$ cat config.mk
export PLATFORM = sky130hd
export DESIGN_NAME = ifetch_ctrl
export DESIGN_NICKNAME = d
export VERILOG_FILES = /design/src/rtl/ifetch_ctrl.sv
export SDC_FILE = /design/constraint.sdc
export NUM_CORES = 1
export LEC_CHECK = 0
export BUFFER_PORTS_ARGS = -buffer_cell sky130_fd_sc_hd__buf_2
export CAP_MARGIN = 20
export CORE_MARGIN = 3
export CORE_UTILIZATION = 31
export CTS_CLUSTER_DIAMETER = 40
export CTS_CLUSTER_SIZE = 12
export DETAILED_ROUTE_END_ITERATION = 10
export GPL_TIMING_DRIVEN = 0
export PLACE_DENSITY = 0.68
export SLEW_MARGIN = 15
export SYNTH_ARGS = -nofsm -noshare
export SYNTH_HDL_FRONTEND = slang
export SYNTH_SLANG_ARGS = --single-unit
$ cat constraint.sdc
create_clock -name clk -period 3 [get_ports clk]
set_input_delay 0.45 -clock clk [delete_from_list [all_inputs] [get_ports clk]]
set_output_delay 0.45 -clock clk [all_outputs]
set_load 0.02 [all_outputs]
$ cat src/rtl/ifetch_ctrl.sv
// Instruction-fetch controller: one imem request per PC, one instruction delivered to decode.
// Latency: 3 cycles minimum (REQ with gnt, WAIT with rvalid, DELIVER); instr fields registered.
// Backpressure: fetch_stall holds the PC in every state except DELIVER; imem_gnt stalls REQ.
module ifetch_ctrl #(
    parameter logic [31:0] NOP_INSTR = 32'h00000013,
    parameter int          TIMEOUT   = 16,
    parameter int          CNT_W     = 8
) (
    input  logic        clk,
    input  logic        rst,
    input  logic [31:0] pc,
    input  logic        flush,
    output logic        imem_req,
    output logic [31:0] imem_addr,
    input  logic        imem_gnt,
    input  logic        imem_rvalid,
    input  logic [31:0] imem_rdata,
    input  logic        imem_err,
    output logic [31:0] instr,
    output logic [31:0] instr_pc,
    output logic        instr_valid,
    output logic        fault,
    output logic [1:0]  fault_cause,
    output logic        fetch_stall
);

    typedef enum logic [1:0] {
        S_REQ     = 2'd0,
        S_WAIT    = 2'd1,
        S_DELIVER = 2'd2,
        S_DRAIN   = 2'd3
    } state_t;

    localparam logic             WD_EN   = (TIMEOUT != 0);
    localparam logic [CNT_W-1:0] WD_LAST = CNT_W'(TIMEOUT - 1);

    localparam logic [1:0] CAUSE_NONE  = 2'b00;
    localparam logic [1:0] CAUSE_ALIGN = 2'b01;
    localparam logic [1:0] CAUSE_ERR   = 2'b10;
    localparam logic [1:0] CAUSE_TMO   = 2'b11;

    state_t           state_q, state_d;
    logic [31:0]      instr_q, instr_d;
    logic [31:0]      instr_pc_q, instr_pc_d;
    logic             fault_q, fault_d;
    logic [1:0]       cause_q, cause_d;
    logic [CNT_W-1:0] wd_q, wd_d;
    logic             drain_pend_q, drain_pend_d;

    always_comb begin
        state_d      = state_q;
        instr_d      = instr_q;
        instr_pc_d   = instr_pc_q;
        fault_d      = fault_q;
        cause_d      = cause_q;
        wd_d         = wd_q;
        drain_pend_d = drain_pend_q;
        case (state_q)
            S_REQ: begin
                if (pc[1:0] != 2'b00) begin
                    instr_d    = NOP_INSTR;
                    instr_pc_d = pc;
                    fault_d    = 1'b1;
                    cause_d    = CAUSE_ALIGN;
                    state_d    = S_DELIVER;
                end else if (imem_gnt) begin
                    instr_pc_d = pc;
                    wd_d       = '0;
                    state_d    = S_WAIT;
                end
            end
            S_WAIT: begin
                // A flush without the response still owes us one rvalid, so it must be drained.
                if (flush) begin
                    state_d = imem_rvalid ? S_REQ : S_DRAIN;
                end else if (imem_rvalid) begin
                    instr_d = imem_err ? NOP_INSTR : imem_rdata;
                    fault_d = imem_err;
                    cause_d = imem_err ? CAUSE_ERR : CAUSE_NONE;
                    state_d = S_DELIVER;
                end else if (WD_EN && (wd_q == WD_LAST)) begin
                    instr_d      = NOP_INSTR;
                    fault_d      = 1'b1;
                    cause_d      = CAUSE_TMO;
                    drain_pend_d = 1'b1;
                    state_d      = S_DELIVER;
                end else if (wd_q != '1) begin
                    wd_d = wd_q + 1'b1;
                end
            end
            S_DELIVER: begin
                state_d = drain_pend_q ? S_DRAIN : S_REQ;
            end
            S_DRAIN: begin
                if (imem_rvalid) begin
                    drain_pend_d = 1'b0;
                    state_d      = S_REQ;
                end
            end
            default: state_d = S_REQ;
        endcase
    end

    always_ff @(posedge clk or posedge rst) begin
        if (rst) begin
            state_q      <= S_REQ;
            instr_q      <= NOP_INSTR;
            instr_pc_q   <= 32'h0;
            fault_q      <= 1'b0;
            cause_q      <= CAUSE_NONE;
            wd_q         <= '0;
            drain_pend_q <= 1'b0;
        end else begin
            state_q      <= state_d;
            instr_q      <= instr_d;
            instr_pc_q   <= instr_pc_d;
            fault_q      <= fault_d;
            cause_q      <= cause_d;
            wd_q         <= wd_d;
            drain_pend_q <= drain_pend_d;
        end
    end

    assign imem_req    = !rst && (state_q == S_REQ) && (pc[1:0] == 2'b00);
    assign imem_addr   = pc;
    assign instr       = instr_q;
    assign instr_pc    = instr_pc_q;
    assign fault       = fault_q;
    assign fault_cause = cause_q;
    assign instr_valid = (state_q == S_DELIVER);
    assign fetch_stall = (state_q != S_DELIVER);

endmodule

==> metrics.cfg <==
[setup_path]
cp-end-kind = primary output
critical_path_arrival_ns = 1.91
critPathMaxFanout = 29
crit_slowest_cell = clkinvlp_4
crit_type = input pin to primary output
ff2ff_setup_slack_ns = 1.06
crit_chain = buf_2 -> clkinvlp_4 -> buf_12 -> buf_12 -> and3_1 -> buf_2
critPathLaunchType = input pin
critPathTopFamily = buffers and inverters
critPathMaxStageDelay_ns = 0.47
crit_required_ns = 2.55
critPathBufInv = 5

[clock_network]
cts_hold_buf = 0
cts_tree = built
clkLatencyLatePin_ns = 0.32
cts_buffers = 9
post-cts-setup-buffers = 0
cts.sinks = 78
post_cts_resize_count = 0
path_clk_slew_ns = 0.06
cts.htree.levels = 3
clk_path_buf_depth = 2
cts-root-buf = clkbuf_16

[floorplan]
initial_core_util_pct = 32.0
dieArea_mm2 = 0.0126
core_mm2 = 0.0109
num_rows = 38
die_h_um = 112
die_w_um = 112
ios = 172

[yosys]
async_flop_share_pct = 100
ys.flop_type = dfrtp_1
synthCells = 281
synth_compound_area_share_pct = 15.5
synth_area_mm2 = 0.00350
yosysSeqAreaShare_pct = 55.9
synthAdderAreaFrac_pct = 0.358
ys_ff_latch = 78
yosys.cell_count.top_type = dfrtp_1
synthXorXnorAreaFrac_pct = 0
synthMuxAreaShare_pct = 9.94
synth.area.top_cells = dfrtp_1 (54%), mux2_2 (8.0%), a22o_1 (7.5%)
yosysTopAreaCell = dfrtp_1
synth_commonest_cells = dfrtp_1 (75), buf_4 (32), a22o_1 (30), mux2_2 (25), inv_1 (10)
syn-num-nets = 352
synth-simple-area-share_pct = 7.83
synthDistinctLibCells = 46
yosysWarningCount = 0
synth_top_family_by_area = compound AO/OA/AOI/OAI gates
synth_edf_count = 0
synth_top_area_share_pct = 53.6
avgSynthCellArea_um2 = 12.4

[finish]
fin_nets = 535
fin_area_mm2 = 0.00489
fillers = 1041
synthToLayoutAreaGrowth_pct = 39.8
final_util_pct = 44.7
num_antenna_cells = 0
drive_gt1_share_pct = 57.3

[global_route]
grt_usage_pct = 13.5
grt_overflow = 0
antenna_found_initial = 0
grt_pass1_vias = 2859
grt_max_degree = 30
grt_pass1_wl_um = 14000

[status]
status = complete, no violations

[placed_design]
place_congestion = 0.786
port_buffers = 170
dp_hpwl_um = 6780
dp_slack_ns = 0.564
place_area_mm2 = 0.00457

[drt]
drt_iter0_drc = 126
wl_um = 8700
final_antenna_net_count = 0
drc = 0
vias = 2821
vias_per_cell = 4.64
first_pass_iters = 5
wire_per_inst_um = 14.3

[pwr]
power.switching_fraction_pct = 35.4
power_frac_comb_pct = 37.9
p_switching_uw = 1510
peakVddDrop_mv = 0.393
power.total_uw = 4270
cellLeakagePower_uw = 0.00251
pwr-share-clk_pct = 27.2
power_frac_seq_pct = 34.9
p_per_area_mw_per_mm2 = 874
p_int_uw = 2760

[sta]
hold_viol_final = 0
setup_ws_ns = 0.642
finalCritPeriodShare_pct = 78.6
maxSlewHeadroom_pct = 61.3
fin_hold_ws_ns = 0.182
skew_ns = 0.00798
setup_violations = 0
rsz0062_at_grt = no
min_period_ns = 2.36
timing.fmax_ghz = 0.424
tightestPinTransition_ns = 0.579
finalMaxSlewViolations = 0

[hold_path]
hold_class = input pin to asynchronous set/reset pin

[flow_run]
maxCapViolations = 0

[registers in the layout (all words and copies together) (netlist names)]
| name | flops |
|---|---|
| fault | 1 |
| state_q | 2 |
| instr_pc | 32 |
| drain_pend_q | 1 |
| fault_cause | 2 |
| instr | 32 |
| wd_q | 8 |
[cell families after synthesis]
kind of cell             count (synthesis)
buffers and inverters                   58
AO/OA/AOI/OAI                           65
AND/OR/NAND/NOR                         48
multiplexers                            31
flip-flops                              78
adder cells (fa/ha/maj)                  1
[power groups by stage]
stage               Combinational [uW]  Sequential (uW)  Clock (uW)
finish                            1620             1490        1160
global route                      1750             1540        1240
CTS                               1650             1500        1210
detailed placement                1650             1520           0
global placement                  1610             1510           0
floorplan                          773             1840           0
[metal layers]
| metal | global-route usage (%) | vias up | routed length [um] |
|---|---|---|---|
| li1 | - | 1351 | - |
| met5 | 0 | - | 0 |
| met2 | 23.8 | 122 | 4300 |
| met3 | 3.99 | 8 | 766 |
| met4 | 4.33 | 0 | 92 |
| met1 | 15.8 | 1340 | 3530 |
[final timing paths]
check                                from         to  cells after the start
min reg2reg                      instr[0]   instr[0]                      2
min in group clk           imem_rdata[11]  instr[11]                      2
min                                   rst   instr[8]                      2
max reg2reg                       wd_q[5]   instr[5]                      5
max in group asynchronous             rst   instr[4]                      4
max                                   rst   imem_req                      6
[metrics by stage]
| step | TNS (ns) | instances |
|---|---|---|
| 2_1_floorplan | 0 | 281 |
| 3_3_place_gp | -0.149 | 591 |
| 3_5_place_dp | 0 | 593 |
| 4_1_cts | 0 | 608 |
| 5_1_grt | 0 | 608 |
| 6_report | 0 | 608 |
[final cells by class]
cell class	instances	area, um^2	share of cell area [%]
plain buffers	48	330	6.75
repair buffers	172	891	18.2
inverters	10	41.3	0.844
multi-input cells	145	1170	24.0
flip-flops and latches	78	1960	40.0
clock buffers	10	239	4.89
clock inverters	5	83.8	1.71
well taps	140	175	3.58
[cells in the final DEF, fill, tap and decap left out, drive strengths merged, types with 2 or more instances in the layout]
cell,count
buf,214
dfrtp,75
a22o,31
mux2,30
clkbuf,16
inv,9
a21oi,8
o21ai,8
nor2,7
o31ai,7
nor3,6
nand2,6
nand3,5
nand2b,5
and3,4
or3,3
nor4,3
clkinvlp,3
dfstp,3
nand4,2
nor2b,2
o22ai,2
a31oi,2
bufinv,2
Note: power is estimated with default switching activity, not from simulation.
